## config.mk

```make
export PLATFORM = sky130hd
export DESIGN_NAME = forwarding_scoreboard
export DESIGN_NICKNAME = d
export VERILOG_FILES = /design/src/rtl/fwd_pkg.sv /design/src/rtl/fwd_operand_mux.sv /design/src/rtl/forwarding_scoreboard.sv
export SDC_FILE = /design/constraint.sdc
export NUM_CORES = 1
export LEC_CHECK = 0
export ABC_AREA = 1
export CAP_MARGIN = 0
export CORE_AREA = 2 2 151 153
export DETAILED_ROUTE_END_ITERATION = 6
export DIE_AREA = 0 0 153 155
export PLACE_DENSITY = 0.87
export SYNTH_ARGS = -nofsm -noshare
export SYNTH_HDL_FRONTEND = slang
export SYNTH_SLANG_ARGS = --single-unit
```

## constraint.sdc

```tcl
create_clock -name clock -period 7.5 [get_ports clock]
set_input_delay 1.5 -clock clock [delete_from_list [all_inputs] [get_ports clock]]
set_output_delay 1.5 -clock clock [all_outputs]
set_load 0.05 [all_outputs]
```

## src/rtl/fwd_pkg.sv

```systemverilog
// fwd_pkg: forwarding source codes shared by the operand muxes and the top level
package fwd_pkg;
   localparam int SRC_W = 3;
   localparam logic [SRC_W-1:0] FWD_RF   = 3'd0;
   localparam logic [SRC_W-1:0] FWD_MEM  = 3'd1;
   localparam logic [SRC_W-1:0] FWD_LOAD = 3'd2;
   localparam logic [SRC_W-1:0] FWD_LAT  = 3'd3;
   localparam logic [SRC_W-1:0] FWD_WB   = 3'd4;
   localparam logic [SRC_W-1:0] FWD_HOLD = 3'd5;
endpackage

```

## src/rtl/fwd_operand_mux.sv

```systemverilog
// fwd_operand_mux: one EX operand's match, priority mux, hazard term and stall-hold register
module fwd_operand_mux
   import fwd_pkg::*;
#(
   parameter int XLEN   = 32,
   parameter int REG_AW = 5
) (
   input  logic              clock,
   input  logic              reset,
   input  logic              flush,
   input  logic              stall,
   input  logic              used,
   input  logic [REG_AW-1:0] rs,
   input  logic [XLEN-1:0]   rs_data,
   input  logic              rs_busy,
   input  logic              mem_reg_write,
   input  logic              mem_mem_read,
   input  logic [REG_AW-1:0] mem_rd,
   input  logic [XLEN-1:0]   mem_result,
   input  logic [XLEN-1:0]   mem_data,
   input  logic              mem_data_valid,
   input  logic              wb_reg_write,
   input  logic [REG_AW-1:0] wb_rd,
   input  logic [XLEN-1:0]   wb_rd_data,
   input  logic              lat_done,
   input  logic [REG_AW-1:0] lat_done_rd,
   input  logic [XLEN-1:0]   lat_done_data,
   output logic [XLEN-1:0]   fwd,
   output logic [SRC_W-1:0]  src,
   output logic              hazard
);
   logic            hold_valid;
   logic [XLEN-1:0] hold_data;
   logic            nz, m_alu, m_ld, m_lat, m_wb, fresh;
   always_comb begin
      nz     = rs != '0;
      m_alu  = nz && mem_reg_write && !mem_mem_read && mem_rd == rs;
      m_ld   = nz && mem_mem_read && mem_rd == rs;
      m_lat  = nz && lat_done && lat_done_rd == rs;
      m_wb   = nz && wb_reg_write && wb_rd == rs;
      src    = m_alu ? FWD_MEM : (m_ld && mem_data_valid) ? FWD_LOAD : m_lat ? FWD_LAT :
               m_wb ? FWD_WB : (nz && hold_valid) ? FWD_HOLD : FWD_RF;
      fwd    = src == FWD_MEM  ? mem_result :
               src == FWD_LOAD ? mem_data :
               src == FWD_LAT  ? lat_done_data :
               src == FWD_WB   ? wb_rd_data :
               src == FWD_HOLD ? hold_data : rs_data;
      fresh  = src != FWD_RF && src != FWD_HOLD;
      hazard = used && nz && ((m_ld && !mem_data_valid) || (rs_busy && !m_lat));
   end
   // values retiring during a stall are parked here until EX advances
   always_ff @(posedge clock) begin
      if (reset) begin
         hold_valid <= 1'b0;
         hold_data  <= '0;
      end else if (stall && fresh) begin
         hold_valid <= 1'b1;
         hold_data  <= fwd;
      end else if (!stall || flush) begin
         hold_valid <= 1'b0;
      end
   end
endmodule

```

## src/rtl/forwarding_scoreboard.sv

```systemverilog
// forwarding_scoreboard: EX operand forwarding, long-latency scoreboard, stall generation and stall counter
module forwarding_scoreboard
   import fwd_pkg::*;
#(
   parameter int XLEN   = 32,
   parameter int REG_AW = 5,
   parameter int CNT_W  = 16
) (
   input  logic                   clock,
   input  logic                   reset,
   input  logic                   flush,
   input  logic                   ex_valid,
   input  logic [REG_AW-1:0]      ex_rs1,
   input  logic [REG_AW-1:0]      ex_rs2,
   input  logic                   ex_use_rs1,
   input  logic                   ex_use_rs2,
   input  logic [XLEN-1:0]        ex_rs1_data,
   input  logic [XLEN-1:0]        ex_rs2_data,
   input  logic                   ex_long,
   input  logic [REG_AW-1:0]      ex_rd,
   input  logic                   mem_reg_write,
   input  logic                   mem_mem_read,
   input  logic [REG_AW-1:0]      mem_rd,
   input  logic [XLEN-1:0]        mem_result,
   input  logic [XLEN-1:0]        mem_data,
   input  logic                   mem_data_valid,
   input  logic                   wb_reg_write,
   input  logic [REG_AW-1:0]      wb_rd,
   input  logic [XLEN-1:0]        wb_rd_data,
   input  logic                   lat_done,
   input  logic [REG_AW-1:0]      lat_done_rd,
   input  logic [XLEN-1:0]        lat_done_data,
   output logic [XLEN-1:0]        rs1_fwd,
   output logic [XLEN-1:0]        rs2_fwd,
   output logic [SRC_W-1:0]       fwd_src1,
   output logic [SRC_W-1:0]       fwd_src2,
   output logic                   stall,
   output logic [2**REG_AW-1:0]   sb_busy,
   output logic [CNT_W-1:0]       stall_cycles
);
   localparam int NUM_REGS = 2**REG_AW;
   localparam logic [NUM_REGS-1:0] BIT0 = NUM_REGS'(1);
   logic                hazard1, hazard2, waw, sb_set;
   logic [NUM_REGS-1:0] clr_mask, set_mask;
   fwd_operand_mux #(.XLEN(XLEN), .REG_AW(REG_AW)) u_op1 (
      .clock(clock), .reset(reset), .flush(flush), .stall(stall), .used(ex_use_rs1),
      .rs(ex_rs1), .rs_data(ex_rs1_data), .rs_busy(sb_busy[ex_rs1]),
      .mem_reg_write(mem_reg_write), .mem_mem_read(mem_mem_read), .mem_rd(mem_rd),
      .mem_result(mem_result), .mem_data(mem_data), .mem_data_valid(mem_data_valid),
      .wb_reg_write(wb_reg_write), .wb_rd(wb_rd), .wb_rd_data(wb_rd_data),
      .lat_done(lat_done), .lat_done_rd(lat_done_rd), .lat_done_data(lat_done_data),
      .fwd(rs1_fwd), .src(fwd_src1), .hazard(hazard1)
   );
   fwd_operand_mux #(.XLEN(XLEN), .REG_AW(REG_AW)) u_op2 (
      .clock(clock), .reset(reset), .flush(flush), .stall(stall), .used(ex_use_rs2),
      .rs(ex_rs2), .rs_data(ex_rs2_data), .rs_busy(sb_busy[ex_rs2]),
      .mem_reg_write(mem_reg_write), .mem_mem_read(mem_mem_read), .mem_rd(mem_rd),
      .mem_result(mem_result), .mem_data(mem_data), .mem_data_valid(mem_data_valid),
      .wb_reg_write(wb_reg_write), .wb_rd(wb_rd), .wb_rd_data(wb_rd_data),
      .lat_done(lat_done), .lat_done_rd(lat_done_rd), .lat_done_data(lat_done_data),
      .fwd(rs2_fwd), .src(fwd_src2), .hazard(hazard2)
   );
   always_comb begin
      waw      = ex_long && ex_rd != '0 && sb_busy[ex_rd] && !(lat_done && lat_done_rd == ex_rd);
      stall    = ex_valid && !flush && (hazard1 || hazard2 || waw);
      sb_set   = ex_valid && ex_long && !stall && !flush && ex_rd != '0;
      clr_mask = lat_done ? BIT0 << lat_done_rd : '0;
      set_mask = sb_set ? BIT0 << ex_rd : '0;
   end
   // set is applied after clear so a same-cycle reissue keeps the register busy
   always_ff @(posedge clock) begin
      if (reset) begin
         sb_busy      <= '0;
         stall_cycles <= '0;
      end else begin
         sb_busy <= ((sb_busy & ~clr_mask) | set_mask) & ~BIT0;
         if (stall && !(&stall_cycles)) stall_cycles <= stall_cycles + CNT_W'(1);
      end
   end
endmodule
```

Yosys cells after proc, flatten, opt, wreduce, memory -nomap -nowiden
Index checks and enable logic that the tools add are counted.
{"block": "totals", "ff_bits": 114, "out_inout_bits": 119}
{"block": "op_classes", "n_mux": 31, "magnitude_cmp": 3, "reduce_logical": 66, "bitwise": 3, "n_eq_ne": 19, "shifts": 2, "addsub": 1}
{"op": "2-to-1 mux 32 bit", "n": 12}
{"op": "<< shifter 1 x 5 -> 32 bit (first input constant)", "n": 2}
{"op": "logical AND 1 bit", "n": 45}
{"op": "equality test 5 bit", "n": 7}
{"op": "bitwise AND 32 bit", "n": 1}
{"op": "NOT 32 bit", "n": 1}
{"op": "OR 32 bit", "n": 1}
{"op": "2-to-1 mux 3 bit", "n": 10}
{"op": "< comparator 5 x 6 -> 1 bit (second input constant)", "n": 3}
{"op": "adder 16 x 1 -> 16 bit (second input constant)", "n": 1}
{"op": "AND reduction 16 bit", "n": 1}
{"op": "binary-select mux 1 bit (select 5 bit)", "n": 3}
{"op": "nonzero test 5 bit", "n": 3}
{"op": "equality test 3 x 2 -> 1 bit (second input constant)", "n": 4}
{"op": "equality test 3 bit (second input constant)", "n": 4}
{"op": "zero test 1 bit", "n": 8}
{"op": "equality test 3 x 1 -> 1 bit (second input constant)", "n": 2}
{"op": "2-to-1 mux 1 bit", "n": 6}
{"op": "!= test 3 bit (second input constant)", "n": 2}
{"op": "nonzero test 3 bit", "n": 2}
{"op": "logical OR 1 bit", "n": 5}
{"op": "nonzero test 2 bit", "n": 2}

Longest topological paths before layout
Gate-level depths: netlist of run 1.
{"block": "depth", "ltp_word": 16, "depth_mapped": 21}

By module
Synthesis of run 1 repeated with hierarchy kept, for this count alone.
{"block": "unflattened", "hier_cells": 2083, "area_unflattened_um2": 10994.3}
{"module": "fwd_operand_mux", "seq_area_each_um2": 660.6, "area_per_inst_um2": 3764.9, "cells_per_inst": 755, "instances": 2}
{"module": "forwarding_scoreboard", "seq_area_each_um2": 940.9, "area_per_inst_um2": 3464.6, "cells_per_inst": 573, "instances": 1}

Worst setup path after synthesis of run 1
Ideal clock, no wire load.
{"block": "synth_timing", "path_kind": "input -> output", "start": "input port ex_rs2[1]", "end": "output port rs2_fwd[10]", "n_path_buf": 2, "setup_slack_ps": 2235, "t_arrival_ps": 3765, "cell_stages": 15, "cell_sequence": "buf_4 clkinv_2 nand2_1 nand2_1 nand3_1 nor2_2 nand3_4 a21oi_2 nand2_2 inv_2 buf_2 a21oi_1 nand2_1 nand2_1 nand2_1"}
{"block": "synth_via", "elab_chain_cells": 13, "elab_cells_between_ends": 30, "classes_between": "8 x eq/ne; 10 x mux; 12 x reduce/logical"}
{"item": "from (decl)", "line": "forwarding_scoreboard.sv:14", "rtl": "input logic [REG_AW-1:0] ex_rs2,"}
{"item": "nonzero test 5 bit", "line": "fwd_operand_mux.sv:36", "rtl": "nz = rs != '0;"}
{"item": "logical AND 1 bit (2 in series)", "line": "fwd_operand_mux.sv:40", "rtl": "m_wb = nz && wb_reg_write && wb_rd == rs;"}
{"item": "2-to-1 mux 3 bit", "line": "fwd_operand_mux.sv:42", "rtl": "m_wb ? FWD_WB : (nz && hold_valid) ? FWD_HOLD : FWD_RF;"}
{"item": "2-to-1 mux 3 bit (2 in series)", "line": "fwd_operand_mux.sv:41", "rtl": "src = m_alu ? FWD_MEM : (m_ld && mem_data_valid) ? FWD_LOAD : m_lat ? FWD_LAT :"}
{"item": "2-to-1 mux 3 bit (*)", "line": "fwd_operand_mux.sv:41"}
{"item": "via fwd_src2[1]", "line": "forwarding_scoreboard.sv:36", "rtl": "output logic [SRC_W-1:0] fwd_src2,"}
{"item": "equality test 3 bit", "line": "fwd_operand_mux.sv:47", "rtl": "src == FWD_HOLD ? hold_data : rs_data;"}
{"item": "2-to-1 mux 32 bit", "line": "fwd_operand_mux.sv:47"}
{"item": "2-to-1 mux 32 bit", "line": "fwd_operand_mux.sv:46", "rtl": "src == FWD_WB ? wb_rd_data :"}
{"item": "2-to-1 mux 32 bit", "line": "fwd_operand_mux.sv:45", "rtl": "src == FWD_LAT ? lat_done_data :"}
{"item": "2-to-1 mux 32 bit", "line": "fwd_operand_mux.sv:44", "rtl": "src == FWD_LOAD ? mem_data :"}
{"item": "2-to-1 mux 32 bit (*)", "line": "fwd_operand_mux.sv:43", "rtl": "fwd = src == FWD_MEM ? mem_result :"}
{"item": "to (decl)", "line": "forwarding_scoreboard.sv:34", "rtl": "output logic [XLEN-1:0] rs2_fwd,"}
The timed path passes the listed nets; every way through them passes the cells marked *.

Final worst setup path of run 1
{"block": "layout_timing", "start": "input port ex_rs2[2]", "end": "output port rs2_fwd[0]"}
{"block": "layout_via", "elab_chain_cells": 13, "elab_cells_between_ends": 30, "classes_between": "8 x eq/ne; 10 x mux; 12 x reduce/logical"}
{"item": "nonzero test 5 bit", "line": "fwd_operand_mux.sv:36"}
{"item": "logical AND 1 bit (on tied branches)", "line": "fwd_operand_mux.sv:42, fwd_operand_mux.sv:40"}
{"item": "2-to-1 mux 3 bit / logical AND 1 bit (equally long branches)", "line": "fwd_operand_mux.sv:42, fwd_operand_mux.sv:40"}
{"item": "2-to-1 mux 3 bit", "line": "fwd_operand_mux.sv:42"}
{"item": "2-to-1 mux 3 bit (2 in series)", "line": "fwd_operand_mux.sv:41"}
{"item": "2-to-1 mux 3 bit (*)", "line": "fwd_operand_mux.sv:41"}
{"item": "equality test 3 bit", "line": "fwd_operand_mux.sv:47"}
{"item": "2-to-1 mux 32 bit", "line": "fwd_operand_mux.sv:47"}
{"item": "2-to-1 mux 32 bit", "line": "fwd_operand_mux.sv:46"}
{"item": "2-to-1 mux 32 bit", "line": "fwd_operand_mux.sv:45"}
{"item": "2-to-1 mux 32 bit", "line": "fwd_operand_mux.sv:44"}
{"item": "2-to-1 mux 32 bit (*)", "line": "fwd_operand_mux.sv:43"}
Every way passes the cells marked *; elsewhere a longest branch is shown, timed or not.

==> flow_metrics.py, run 1 <==
metrics = {
    "timing": {
        "tightest_slew_ns": 1.20,
        "slew_violations": 0,
        "tns_ns": 0,
        "setup_viol": 0,
        "hold_ws_ns": 0.504,
        "relSlewSlack_pct": 19.7,
        "fin_skew_ns": 0.0178,
        "hold_viol_final": 0,
        "post-route-period-util_pct": 90.5,
        "rsz0062_at_grt": "no",
        "max_freq_ghz": 0.147,
        "finalCriticalPeriod_ns": 6.79,
    },
    "global_routing": {
        "grt_pass1_wl_um": 81000,
        "grtUsageTotal_pct": 43.0,
        "grt_max_degree": 82,
        "grt_pass1_vias": 14700,
        "antenna_found_initial": 2,
        "gr-total-overflow": 0,
    },
    "outcome": {
        "violations": "DRC",
        "status": "finished, violations left",
    },
    "finish": {
        "syn_to_final_growth_pct": 37.8,
        "layout-drive-gt1-share_pct": 8.32,
        "fillers": 1997,
        "nets": 2590,
    },
    "worst_setup_path": {
        "cpMostUsedCell": "nand2_1",
        "cp_data_required_time_ns": 6.00,
        "cp_slowest_stage_delay_ns": 0.63,
        "slowest_stage": "clkdlybuf4s50_1",
        "start_kind": "primary input",
        "worst-path-max-fanout": 32,
        "worstPathCellList": "clkdlybuf4s50_1, inv_1, nand4_1, nand2_1, inv_1, nand2_2, buf_4, inv_2, nor2_2, nand3_2, inv_2, nand2_1, nand3_1, nand2_1, nand2_1, nand2_1, buf_4",
        "critPathCaptureType": "primary output",
        "crit_type": "primary input to primary output",
        "cp.arrival_ns": 5.29,
    },
    "yosys": {
        "ys_ff_latch": 113,
        "seq_area_frac_synth_pct": 20.0,
        "avgSynthCellArea_um2": 5.41,
        "syn_area_um2": 11300,
        "yosysMostFrequentCell": "nand2_1",
        "synth-main-ff-cell": "dfxtp_1",
        "synthDominantCellAreaShare_pct": 21.6,
        "async_flop_share_pct": 0,
        "synth_edf_count": 0,
        "synth_cell_types": 43,
        "synthCells": 2088,
        "synth_largest_area_cell": "nand2_1",
        "ys_top_cells_by_area": "nand2_1 (22%), dfxtp_1 (20%), nand3_1 (13%)",
        "yosysWarningCount": 0,
        "synth_fp_nets": 2323,
        "netlist_top_cells_count": "nand2_1 (649), nand3_1 (285), inv_1 (280), a21oi_1 (180), nor2_1 (141)",
    },
    "clock_tree": {
        "postCtsSetupRepairBufs": 0,
        "cts.sink_count": 113,
        "cts_buffers": 17,
        "root_buffer": "clkbuf_16",
        "cts_tree": "built",
        "ctsResizeCount": 0,
        "cts_hold_buffers": 0,
        "clk_pin_slew_ns": 0.06,
        "cts_buffer_depth": 2,
        "cts_max_level": 4,
        "clk_latency_ns": 0.43,
    },
    "floorplanning": {
        "die_area_um2": 23700,
        "initial_core_util_pct": 50.8,
        "dieWidth_um": 153,
        "die_h_um": 155,
        "row_count": 55,
        "core_area_um2": 22200,
        "ioPinCount": 353,
    },
    "placement": {
        "finalWeightedCongestion": 1.01,
        "io_buffers": 351,
        "dpl.hpwl_um": 36700,
    },
    "pwr": {
        "leakage_nw": 7.14,
        "ir_worst_vdd_mv": 0.155,
        "p_per_area_nw_per_um2": 141,
    },
    "drt": {
        "ant_nets": 0,
        "dr.pass1.iters": 7,
        "drt_iter0_markers": 2162,
        "wl_per_cell_um": 20.2,
        "wl_um": 53600,
        "vias": 15700,
        "avgViaCountPerCell": 5.92,
        "remaining_drc_errors": 9,
    },
    "flow_run": {
        "drv_cap": 0,
    },
    "worst_hold_path": {
        "hold_class": "register to register",
    },
}
==> path summary, 6_finish.rpt <==
kind	startpoint	to	slack, ns	cells past startpoint
worst max-delay path	ex_rs2[2]	rs2_fwd[0]	0.71	17
worst min-delay path	u_op1.hold_valid	u_op1.hold_valid	0.50	2
worst max register to register	u_op2.hold_valid	u_op2.hold_data[13]	4.33	11
worst min register to register	u_op1.hold_valid	u_op1.hold_valid	0.50	2
==> layout by cell type (no fill, tap or decap), drive strengths merged, types with 2 or more instances in the layout <==
master / synthesis / layout
or2: 2 / 2
o211ai: 9 / 9
dfxtp: 113 / 113
nand2: 658 / 658
a21oi: 192 / 192
nand3: 295 / 295
clkinv: 3 / 6
o22ai: 4 / 4
nand4: 31 / 31
o21ai: 114 / 114
clkbuf: 52 / 19
nor4: 6 / 6
bufinv: 0 / 5
nor3: 11 / 11
buf: 79 / 95
inv: 301 / 302
clkinvlp: 0 / 4
xnor2: 9 / 9
a22oi: 3 / 3
diode: 0 / 2
clkdlybuf4s50: 0 / 284
nand3b: 32 / 32
xor2: 14 / 14
nor2: 154 / 154
==> layer usage <==
metal	up-vias	global-route usage, %	routed length, um
met5	-	0	0
met4	0	23.4	3020
met3	276	12.1	7620
met2	1367	66.6	23300
met1	6898	54.1	19700
li1	7186	-	-
==> worst max-delay path: cells and delay by family <==
family | cells | cell delay, ns
buf+inv | 7 | 2.43
simple gates | 10 | 1.34
==> report_power, final <==
group          leakage (nW)  internal, mW  switching, mW  total, mW
sequential            0.911         0.607        0.00463      0.611
combinational          5.92         0.265          0.389      0.654
clock                 0.312         0.608          0.327      0.934
==> through the flow <==
| step | std cells | total power [mW] | worst slack, ns | util (%) | instance area [um2] |
|---|---|---|---|---|---|
| 6_report | 2655 | 2.20 | 0.709 | 70.1 | 15600 |
| 4_1_cts | 2653 | 2.18 | 0.917 | 70.1 | 15600 |
| 3_5_place_dp | 2621 | 1.26 | 0.952 | 67.1 | 14900 |
| 5_1_grt | 2655 | 2.26 | 0.592 | 70.1 | 15600 |
| 3_3_place_gp | 2621 | 1.26 | 1.06 | 67.1 | 14900 |
| 2_1_floorplan | 2088 | 0.962 | 2.24 | - | 11300 |
==> final cells by class <==
type | instances | area, um2 | share of cell area [%]
tap | 285 | 357 | 2.29
clock inverter | 13 | 208 | 1.33
sequential | 113 | 2260 | 14.5
timing repair buffer | 379 | 3940 | 25.3
multi-input combinational | 1540 | 7210 | 46.3
clock buffer | 19 | 453 | 2.91
antenna | 2 | 5.00 | 0.0321
inverter | 304 | 1140 | 7.33
==> registers in the layout, summed over array words and instances (netlist names) <==
| register | cells |
|---|---|
| u_op1.hold_data | 32 |
| u_op2.hold_data | 32 |
| sb_busy | 31 |
| stall_cycles | 16 |
| u_op1.hold_valid | 1 |
| u_op2.hold_valid | 1 |
==> cells by family (layout without fill, tap and decap cells) <==
kind of cell	Yosys count	count (layout)	share of synthesized area, %
adder cells (fa/ha/maj)	1	1	0.111
AND/OR/NAND/NOR	1191	1191	46.6
AO/OA/AOI/OAI	324	324	15.2
buffers and inverters	435	715	16.3
flip-flops	113	113	20.0
XOR/XNOR	23	23	1.78
other	1	3	0.0332
Note: power is estimated with default switching activity, not from simulation.
==> run 2: changes to the inputs <==
SKIP_LAST_GASP = 1   (was unset)
==> results of run 2 <==
The final DEF is identical to that of run 1; final timing and power are the same.
